**src/rtl/mul32_seq_if.sv**
```systemverilog
// Handshake and operand/result bundle for the sequential shift-add multiplier.
// The master issues operations and the slave (the multiplier) returns results.
interface mul32_seq_if #(
  parameter int WIDTH = 32
);
  logic                 start;
  logic                 sign_mode;
  logic [WIDTH-1:0]     multiplicand;
  logic [WIDTH-1:0]     multiplier;
  logic                 busy;
  logic                 done;
  logic [2*WIDTH-1:0]   product;

  modport master (
    output start, sign_mode, multiplicand, multiplier,
    input  busy, done, product
  );

  modport slave (
    input  start, sign_mode, multiplicand, multiplier,
    output busy, done, product
  );
endinterface

```
**src/rtl/mul32_seq.sv**
```systemverilog
// Sequential shift-add multiplier: multiplies operand magnitudes over WIDTH
// cycles, then applies the sign in a final FIX cycle. Unsigned or signed per op.
module mul32_seq #(
  parameter int WIDTH = 32
) (
  input  logic       clk,
  input  logic       rst,
  mul32_seq_if.slave bus
);
  localparam int CNT_W = $clog2(WIDTH);

  typedef enum logic [1:0] {
    S_IDLE = 2'd0,
    S_CALC = 2'd1,
    S_FIX  = 2'd2
  } state_t;

  state_t                state_q, state_d;
  logic                  neg_q, neg_d;
  logic [WIDTH-1:0]      mcand_q, mcand_d;
  logic [WIDTH-1:0]      mplier_q, mplier_d;
  logic [2*WIDTH-1:0]    acc_q, acc_d;
  logic [CNT_W-1:0]      cnt_q, cnt_d;
  logic [2*WIDTH-1:0]    product_q, product_d;
  logic                  done_q, done_d;

  // The most negative operand negates to 2^(WIDTH-1), which still fits unsigned.
  function automatic logic [WIDTH-1:0] magnitude(input logic [WIDTH-1:0] val,
                                                 input logic             sgn);
    if (sgn && val[WIDTH-1]) return (~val) + WIDTH'(1);
    return val;
  endfunction

  function automatic logic [2*WIDTH-1:0] apply_sign(input logic [2*WIDTH-1:0] mag,
                                                    input logic               neg);
    if (neg) return (~mag) + (2*WIDTH)'(1);
    return mag;
  endfunction

  always_comb begin
    state_d   = state_q;
    neg_d     = neg_q;
    mcand_d   = mcand_q;
    mplier_d  = mplier_q;
    acc_d     = acc_q;
    cnt_d     = cnt_q;
    product_d = product_q;
    done_d    = 1'b0;

    unique case (state_q)
      S_IDLE: begin
        if (bus.start) begin
          mcand_d  = magnitude(bus.multiplicand, bus.sign_mode);
          mplier_d = magnitude(bus.multiplier, bus.sign_mode);
          neg_d    = bus.sign_mode &
                     (bus.multiplicand[WIDTH-1] ^ bus.multiplier[WIDTH-1]);
          acc_d    = '0;
          cnt_d    = '0;
          state_d  = S_CALC;
        end
      end
      S_CALC: begin
        if (mplier_q[0]) begin
          acc_d = acc_q + ({{WIDTH{1'b0}}, mcand_q} << cnt_q);
        end
        mplier_d = mplier_q >> 1;
        cnt_d    = cnt_q + CNT_W'(1);
        if (cnt_q == CNT_W'(WIDTH - 1)) begin
          state_d = S_FIX;
        end
      end
      S_FIX: begin
        product_d = apply_sign(acc_q, neg_q);
        done_d    = 1'b1;
        state_d   = S_IDLE;
      end
      default: begin
        state_d = S_IDLE;
      end
    endcase
  end

  always_ff @(posedge clk) begin
    if (rst) begin
      state_q   <= S_IDLE;
      neg_q     <= 1'b0;
      mcand_q   <= '0;
      mplier_q  <= '0;
      acc_q     <= '0;
      cnt_q     <= '0;
      product_q <= '0;
      done_q    <= 1'b0;
    end else begin
      state_q   <= state_d;
      neg_q     <= neg_d;
      mcand_q   <= mcand_d;
      mplier_q  <= mplier_d;
      acc_q     <= acc_d;
      cnt_q     <= cnt_d;
      product_q <= product_d;
      done_q    <= done_d;
    end
  end

  assign bus.busy    = (state_q != S_IDLE);
  assign bus.done    = done_q;
  assign bus.product = product_q;
endmodule
```
**src/flat_wrapper.sv**
```systemverilog
// flat-port wrapper written by rule: the top's interface ports become plain ports
module mul32_seq_flat 
#(
  parameter int WIDTH = 32
)
  (clk, rst, bus_start, bus_sign_mode, bus_multiplicand, bus_multiplier, bus_busy, bus_done, bus_product);
  mul32_seq_if #(.WIDTH(WIDTH)) bus_i ();
  input  logic clk;
  input  logic rst;
  input wire logic [$bits(bus_i.start)-1:0] bus_start;
  input wire logic [$bits(bus_i.sign_mode)-1:0] bus_sign_mode;
  input wire logic [$bits(bus_i.multiplicand)-1:0] bus_multiplicand;
  input wire logic [$bits(bus_i.multiplier)-1:0] bus_multiplier;
  output wire logic [$bits(bus_i.busy)-1:0] bus_busy;
  output wire logic [$bits(bus_i.done)-1:0] bus_done;
  output wire logic [$bits(bus_i.product)-1:0] bus_product;
  assign bus_i.start = bus_start;
  assign bus_i.sign_mode = bus_sign_mode;
  assign bus_i.multiplicand = bus_multiplicand;
  assign bus_i.multiplier = bus_multiplier;
  assign bus_busy = bus_i.busy;
  assign bus_done = bus_i.done;
  assign bus_product = bus_i.product;
  mul32_seq #(.WIDTH(WIDTH)) u_core (.clk(clk), .rst(rst), .bus(bus_i));
endmodule
```
**config.mk**
```make
export PLATFORM = sky130hd
export DESIGN_NAME = mul32_seq_flat
export DESIGN_NICKNAME = d
export VERILOG_FILES = /design/src/rtl/mul32_seq_if.sv /design/src/rtl/mul32_seq.sv /design/src/flat_wrapper.sv
export SDC_FILE = /design/constraint.sdc
export NUM_CORES = 1
export LEC_CHECK = 0
export CAP_MARGIN = 20
export CORE_AREA = 2 2 187 189
export CTS_BUF_LIST = sky130_fd_sc_hd__clkbuf_8
export CTS_CLUSTER_DIAMETER = 40
export DETAILED_ROUTE_END_ITERATION = 12
export DIE_AREA = 0 0 189 191
export HOLD_SLACK_MARGIN = 0.06
export SETUP_SLACK_MARGIN = 0.02
export SKIP_CTS_REPAIR_TIMING = 1
export SYNTH_ARGS = -nofsm -noshare
export SYNTH_HDL_FRONTEND = slang
export SYNTH_SLANG_ARGS = --single-unit
```
**constraint.sdc**
```tcl
create_clock -name clk -period 13 [get_ports clk]
set_clock_uncertainty 0.05 [all_clocks]
set_input_delay 2.6 -clock clk [delete_from_list [all_inputs] [get_ports clk]]
set_output_delay 2.6 -clock clk [all_outputs]
set_load 0.02 [all_outputs]
```
Word level (Yosys, flattened, before mapping)
Cells that the tools add are included.

Multiplexer cells: 25. Bitwise gates (word level): 5. Equal/unequal tests: 6. Shifts and indexed selects: 1. Add/sub/neg operators: 5. Reduce and logical (&&, ||, !) cells: 9.

Operator list (count): 64-bit 2-to-1 mux (4); 32-bit 2-to-1 mux (5); 64-bit one-hot mux with 2 select lines (1); 32-bit by 1-bit adder with 32-bit output, second input constant (2); 64-bit by 1-bit adder with 64-bit output, second input constant (1); 64-bit adder (1); 32-bit inverter (2); 64-bit inverter (1); 32-bit one-hot mux with 2 select lines (1); 32-bit by 5-bit left shift with 64-bit output (1); 5-bit one-hot mux with 2 select lines (1); 1-bit 2-to-1 mux (9); 2-bit AND reduction (3); 5-bit by 1-bit adder with 5-bit output, second input constant (1); 5-bit equality test, second input constant (1); 5-bit 2-to-1 mux (1); 2-bit 2-to-1 mux (2); 2-bit by 1-bit != test with 1-bit output, second input constant (2); 2-bit one-hot mux with 2 select lines (1); 2-bit nonzero test (2); 3-bit AND reduction (1); 2-bit by 1-bit equality test with 1-bit output, second input constant (1); 2-bit equality test, second input constant (1); 1-bit logical AND (2); other kinds (4) (4).

Word-level logic and storage cells: 59. Input port bits: 68. Register bits after elaboration: 201. Output and inout bits: 66.

Logic depth before layout (Yosys ltp)
Gate-level depths: netlist of the first run.

Depth after elaboration: 7. Gate-level depth with buffers: 22. Gate-level depth less buffers: 19.

Worst setup path after synthesis of the first run
No wires, ideal clock.

Path type: input -> register. Start: input bus_multiplicand[4]. End: register u_core.mcand_q[28]. Required time: 12864 ps. Buffers on the path: 0. Slack: 7828 ps. Arrival time: 5037 ps. Setup time: 86 ps. Stages: 10. Path through: or3_1 nor2_1 nand2_1 or3_1 nor4_1 nand3_1 nor4_1 a21oi_1 xnor2_1 a211oi_1.

Longest elaborated chain between the ends: 4.

RTL lines: start, declared (line flat_wrapper.sv:12) `input wire logic [$bits(bus_i.multiplicand)-1:0] bus_multiplicand;`; 32-bit inverter (line mul32_seq.sv:30) `if (sgn && val[WIDTH-1]) return (~val) + WIDTH'(1);`; 32-bit by 1-bit adder with 32-bit output (line mul32_seq.sv:30); 32-bit 2-to-1 mux (line mul32_seq.sv:30); 32-bit 2-to-1 mux (line mul32_seq.sv:31) `return val;`; end signal, assigned (line mul32_seq.sv:96) `mcand_q <= mcand_d;`; end, declared (line mul32_seq.sv:20) `logic [WIDTH-1:0] mcand_q, mcand_d;`.

Every way passes these cells. The select of a mux whose other input is x is not followed. A chain may end at the register's enable or synchronous reset.

Worst setup path after layout of the first run
Start: input bus_multiplicand[2]. End: register u_core.mcand_q[30].

Same word-level chain as after synthesis.

==> run_results.csv, run 1 <==
group,metric,value,unit
run_status,status,"finished, final reports clean",
power_and_ir_drop,p_seq_share,40.4,%
floorplan,start_util,44.61,%
grt,grtUsageTotal,23.84,%
routing,routed_wl,43570,microns
sta,rsz0062_at_grt,"false",
logic_synthesis,synthCells,1970,
grt,grt_pass1_wl,70500,microns
clock_network,cts_root_buf,"clkbuf_8",
critical_path,arrival,5960,ps
floorplan,core_area,34120,sq um
logic_synthesis,synth_edf_count,0,
final_layout,design_area,17610,sq um
routing,dr_total_vias,14520,
logic_synthesis,syn_avg_cell_area,7.725,sq um
critical_path,path_max_fanout,6,
placed_design,dpl_cell_area,16700,sq um
logic_synthesis,ys.flop_type,"dfxtp_1",
routing,via_per_inst,5.786,
sta,slew_headroom,36.73,%
clock_network,clock-sinks,201,
sta,fmax,180.6,MHz
power_and_ir_drop,p_per_area,91.89,nW/um^2
clock_network,cts_max_path_buffers,3,
grt,global_route.usage.met2,37.91,%
routing,drt_iter0_drc,1001,
critical_path,critPathLaunchType,"input pin",
sta,final_max_slew_viol_count,0,
routing,routedWlPerCell,17.37,microns
final_layout,final_util,51.63,%
floorplan,ios,134,
final_layout,num_antenna_cells,0,
min_path,hp-class,"reg -> reg",
sta,post-route-period-util,42.59,%
critical_path,endpoint_kind,"flop",
clock_network,cts_made_buffers,41,
placed_design,routabilityCongestion,0.9339,
final_layout,nets,2161,
routing,drc,0,
power_and_ir_drop,ir_drop,0.05326,mV
critical_path,worstSetupPathType,"in -> reg",
placed_design,dpl_worst_slack,6906,ps
final_layout,finish.cell_count_without_fillers,2509,
final_layout,area_delta_synth_final,15.74,%
power_and_ir_drop,p_leak,6.757,nW
floorplan,die_h,191,microns
critical_path,max_stage_delay,610,ps
logic_synthesis,synth_fp_nets,2107,
grt,grt_use_met1,33.37,%
clock_network,clk_latency,570,ps
floorplan,die_w,189,microns
critical_path,timing.critical_path.cells,"clkdlybuf4s50_1 -> or3_1 -> nor2_1 -> nand2_1 -> or3_1 -> nor4_1 -> nand3_1 -> nor4_1 -> a21oi_1 -> xnor2_1 -> a211oi_1",
clock_network,cts.clk_slew.worst_paths,60,ps
logic_synthesis,ys_seq_area_share,26.44,%
grt,grt_start_max_net_pins,96,
sta,period_needed,5537,ps
power_and_ir_drop,swShare,28.58,%
floorplan,rows,68,
power_and_ir_drop,switchingPower,0.4626,mW
power_and_ir_drop,p_clk_share,43.1,%
grt,grt_util_met3,3.433,%
sta,setup_viol,0,
clock_network,cts_tree,"built",
placed_design,hpwl,33240,microns
routing,ant_nets,0,
logic_synthesis,ys_ff_latch,201,
grt,antenna_found_initial,0,
final_layout,fillCellCount,3391,
sta,fin_worst_hold_slack,397.3,ps
critical_path,critPathSlowestCell,"nor4_1",
power_and_ir_drop,p_comb_share,16.5,%
logic_synthesis,synth_warnings,0,
grt,grt-busiest-layer,"met2",
power_and_ir_drop,p_int,1.156,mW
logic_synthesis,ys_types,75,
logic_synthesis,netlist_area,15220,sq um
grt,grt_pass1_vias,13530,
grt,overflow,0,
sta,tightest_slew,949.1,ps
sta,fin_setup_tns,0,ps
placed_design,dpl.cell_count,2435,
clock_network,htreeDepth,2,
floorplan,die_area,36100,sq um
sta,hold_viol,0,
logic_synthesis,ys_async_sr_fraction,0,%
critical_path,required,13420,ps
placed_design,portBuffers,133,
sta,layout_setup_ws,7463,ps
final_layout,drive_above_1_share,7.400,%
power_and_ir_drop,total_power,1.619,mW
routing,drt-pass1-iter-count,5,
job,maxCapViolCount,0,
[cell type report]
| type | instances | area, sq um | share of cell area, % |
|---|---|---|---|
| Clock buffer | 50 | 688.2 | 3.907 |
| Clock inverter | 23 | 201.4 | 1.144 |
| Inverter | 27 | 101.3 | 0.5754 |
| Multi-Input combinational cell | 1606 | 10580 | 60.07 |
| Sequential cell | 201 | 4026 | 22.86 |
| Tap cell | 455 | 569.3 | 3.232 |
| Timing Repair Buffer | 147 | 1446 | 8.211 |
[cells by family after synthesis]
group	count (synthesis)	synth area share [%]
simple gates	668	20.28
compound gates	613	25.90
flops	201	26.44
xor+xnor	164	9.438
buf+inv	163	4.160
mux	92	8.057
fa+ha+maj	69	5.722
[synth_stat cells, drive strengths merged (8+ instances only)]
| library cell | n | area share [%] |
|---|---|---|
| and3 | 16 | 0.66 |
| o21a | 8 | 0.39 |
| xor2 | 100 | 5.8 |
| o22ai | 19 | 0.78 |
| buf | 18 | 0.52 |
| o21ai | 119 | 3.9 |
| dfxtp | 201 | 26 |
| nand2b | 15 | 0.62 |
| and2 | 16 | 0.66 |
| nand4 | 17 | 0.70 |
| nor4 | 20 | 0.96 |
| or3 | 36 | 1.5 |
| nand3 | 30 | 0.99 |
| nor2 | 210 | 5.2 |
| a22oi | 55 | 2.7 |
| nand2 | 237 | 5.9 |
| a31oi | 18 | 0.74 |
| nor3 | 23 | 0.79 |
| xnor2 | 64 | 3.7 |
| o31ai | 21 | 1.0 |
| a21o | 46 | 2.3 |
| inv | 27 | 0.67 |
| or4 | 15 | 0.76 |
| a21oi | 172 | 5.7 |
| o21bai | 14 | 0.69 |
| nor2b | 12 | 0.49 |
| mux2i | 46 | 3.0 |
| mux2 | 24 | 1.8 |
| clkbuf | 118 | 3.0 |
| o41ai | 17 | 1.2 |
| a211oi | 77 | 3.8 |
| mux4 | 22 | 3.3 |
| ha | 68 | 5.6 |
[cell usage in the layout (no fill, tap or decap), types with 46 or more instances in the layout]
| cell type | instances |
|---|---|
| nand2_1 | 236 |
| nor2_1 | 209 |
| dfxtp_1 | 199 |
| a21oi_1 | 172 |
| clkdlybuf4s50_1 | 132 |
| o21ai_0 | 118 |
| xor2_1 | 100 |
| a211oi_1 | 77 |
| ha_1 | 68 |
| xnor2_1 | 64 |
| a22oi_1 | 55 |
| clkbuf_8 | 50 |
| mux2i_1 | 46 |
| a21o_1 | 46 |
[worst paths after layout]
| path | from | endpoint | slack, ps | cells past startpoint |
|---|---|---|---|---|
| max | bus_multiplicand[2] | u_core.mcand_q[30] | 7460 | 11 |
| min | u_core.bus.product[43] | u_core.bus.product[43] | 400 | 2 |
| max reg2reg | u_core.cnt_q[1] | u_core.acc_q[60] | 7630 | 17 |
| min reg2reg | u_core.bus.product[43] | u_core.bus.product[43] | 400 | 2 |
[worst max-delay path, delay by kind of cell]
family / cells / cell delay (ps)
buf+inv: 1 / 470
compound gates: 2 / 390
xor+xnor: 1 / 160
simple gates: 7 / 2340
[power by group through the flow]
stage               combinational (mW)  sequential [mW]  clock (mW)
floorplan                        0.188            0.659           0
detailed placement               0.261            0.670           0
global route                     0.295            0.657       0.742
global placement                 0.259            0.670           0
finish                           0.267            0.654       0.697
CTS                              0.262            0.657       0.717
[metal layers]
| metal | up-vias | share of wire [%] |
|---|---|---|
| li1 | 7333 | - |
| met5 | - | 0 |
| met3 | 78 | 5.1 |
| met4 | 0 | 2.5 |
| met2 | 402 | 44 |
| met1 | 6705 | 49 |
[flip-flops by register name, indices dropped and copies added, names as in the netlist]
signal	flops
u_core.acc_q	64
u_core.bus.done	1
u_core.bus.product	64
u_core.cnt_q	5
u_core.mcand_q	32
u_core.mplier_q	32
u_core.neg_q	1
u_core.state_q	2
Note: power is estimated with default switching activity, not from simulation.
==> run 2: changes to the inputs <==
--- a/config.mk
+++ b/config.mk
@@ -12,6 +12,7 @@
 export DETAILED_ROUTE_END_ITERATION = 12
 export DIE_AREA = 0 0 189 191
 export HOLD_SLACK_MARGIN = 0.06
+export PLACE_DENSITY = 0.67
 export SETUP_SLACK_MARGIN = 0.02
 export SKIP_CTS_REPAIR_TIMING = 1
 export SYNTH_ARGS = -nofsm -noshare
==> constraint.sdc (replaced) <==
create_clock -name clk -period 4.5 [get_ports clk]
set_clock_uncertainty 0.05 [all_clocks]
set_input_delay 0.9 -clock clk [delete_from_list [all_inputs] [get_ports clk]]
set_output_delay 0.9 -clock clk [all_outputs]
set_load 0.02 [all_outputs]
==> run_results.csv, run 2 (same netlist as run 1, synthesis figures left out) <==
group,metric,value,unit
run_status,status,"finished, final reports clean",
placed_design,dpl.cell_count,2552,
final_layout,nets,2278,
grt,grt_pass1_vias,14120,
routing,routed_wl,45110,microns
clock_network,cts_made_buffers,37,
final_layout,final_cell_mix,"236 x nand2_1, 208 x nor2_1, 197 x dfxtp_1",
critical_path,worstSetupPathType,"reg -> reg",
floorplan,die_h,191,microns
critical_path,critPathSlowestCell,"dfxtp_2",
grt,antenna_found_initial,0,
sta,fin_setup_tns,0,ps
critical_path,crit_top_cell,"buf_4",
critical_path,crit_buf_inv,6,
final_layout,mostFrequentLayoutCell,"nand2_1",
routing,wl_met1,21500,microns
placed_design,hpwl,35310,microns
power_and_ir_drop,p_leak,7.382,nW
routing,dr_total_vias,15020,
critical_path,max_stage_delay,360,ps
sta,tightest_slew,900.3,ps
final_layout,drive_above_1_share,14.00,%
floorplan,core_area,34120,sq um
grt,grt_start_max_net_pins,88,
routing,drt_iter0_drc,926,
critical_path,path_max_fanout,11,
sta,rsz0062_at_grt,"true",
clock_network,cts_max_path_buffers,3,
floorplan,ios,134,
critical_path,endpoint_kind,"flop",
floorplan,die_area,36100,sq um
clock_network,cts_root_buf,"clkbuf_8",
critical_path,cp_top_family,"compound AO/OA/AOI/OAI gates",
sta,setup_viol,0,
final_layout,finish.cell_count_without_fillers,2620,
clock_network,clk_latency,560,ps
critical_path,arrival,4740,ps
final_layout,design_area,18750,sq um
placed_design,dpl_cell_area,17670,sq um
clock_network,htreeDepth,2,
routing,routedWlPerCell,17.22,microns
routing,dr_wl_met2,20130,microns
final_layout,final_util,54.95,%
critical_path,required,4890,ps
routing,drc,0,
placed_design,routabilityCongestion,0.9652,
routing,dr_wl_met3,2493,microns
clock_network,clock-sinks,201,
sta,hold_viol,0,
sta,fmax,229.8,MHz
grt,overflow,0,
placed_design,portBuffers,133,
sta,post-route-period-util,96.71,%
final_layout,area_delta_synth_final,23.20,%
sta,final_max_slew_viol_count,0,
floorplan,die_w,189,microns
grt,grt_pass1_wl,72670,microns
placed_design,dpl_worst_slack,-207.3,ps
power_and_ir_drop,ir_drop,0.1567,mV
sta,period_needed,4352,ps
floorplan,start_util,44.61,%
routing,ant_nets,0,
critical_path,critPathLaunchType,"flop",
sta,slew_headroom,39.98,%
clock_network,cts_tree,"built",
critical_path,timing.critical_path.cells,"buf_12 -> buf_4 -> mux2i_1 -> mux2i_1 -> mux2i_1 -> buf_4 -> mux2_2 -> nor2_1 -> ha_1 -> buf_4 -> a31oi_1 -> o21ai_0 -> a31oi_2 -> o2bb2ai_2 -> buf_4 -> o21ai_1 -> a21bo_2 -> buf_4 -> a211oi_2 -> or3_1 -> a32o_1",
job,maxCapViolCount,0,
power_and_ir_drop,p_per_area,247.1,nW/um^2
grt,grtUsageTotal,24.52,%
min_path,hp-class,"reg -> reg",
clock_network,cts.clk_slew.worst_paths,60,ps
routing,drt-pass1-iter-count,5,
routing,via_per_inst,5.734,
routing,routed.top_layer,"met4",
sta,layout_setup_ws,147.9,ps
floorplan,rows,68,
==> run 2: layout make-up <==
cell class,instances,area (sq um)
antenna,1,2.502
tap,455,569.3
clock inverter,17,172.7
timing repair buffer,268,2460
sequential,201,4031
fill,3225,15370
clock buffer,45,619.3
multi-input combinational,1606,10790
inverter,27,101.3
==> run 2: metrics by stage <==
| stage | total power [mW] | hold WS (ps) |
|---|---|---|
| 2_1_floorplan | 2.448 | 381.6 |
| 3_3_place_gp | 2.764 | 390.5 |
| 3_5_place_dp | 2.776 | 396.7 |
| 4_1_cts | 4.655 | 405.1 |
| 5_1_grt | 4.861 | 425.6 |
| 6_report | 4.633 | 400.7 |
==> run 2: power by group <==
| group | switching (mW) | internal (mW) | leakage, nW | total, mW |
|---|---|---|---|---|
| clock network | 0.780 | 1.08 | 0.417 | 1.86 |
| registers | 0.0585 | 1.83 | 1.63 | 1.89 |
| logic | 0.480 | 0.397 | 5.33 | 0.877 |
==> run 2: worst min-delay path: cells and delay by family, from the launching register on <==
family / cells / cell delay (ps)
DFF: 1 / 310
AOI/OAI and AO/OA: 1 / 50
and+or+nand+nor: 1 / 50
==> run 2: worst paths after layout <==
kind                           from                     end  slack, ps  depth (start not counted)
max                 u_core.cnt_q[1]        u_core.acc_q[56]        150                         21
min          u_core.bus.product[51]  u_core.bus.product[51]        400                          2
max reg2reg         u_core.cnt_q[1]        u_core.acc_q[56]        150                         21
min reg2reg  u_core.bus.product[51]  u_core.bus.product[51]        400                          2
==> run 2: per-layer routing <==
layer,track usage [%],vias up
li1,-,7568
met1,34.05,6949
met2,39.45,435
met3,3.690,70
met4,6.941,0
met5,0,-
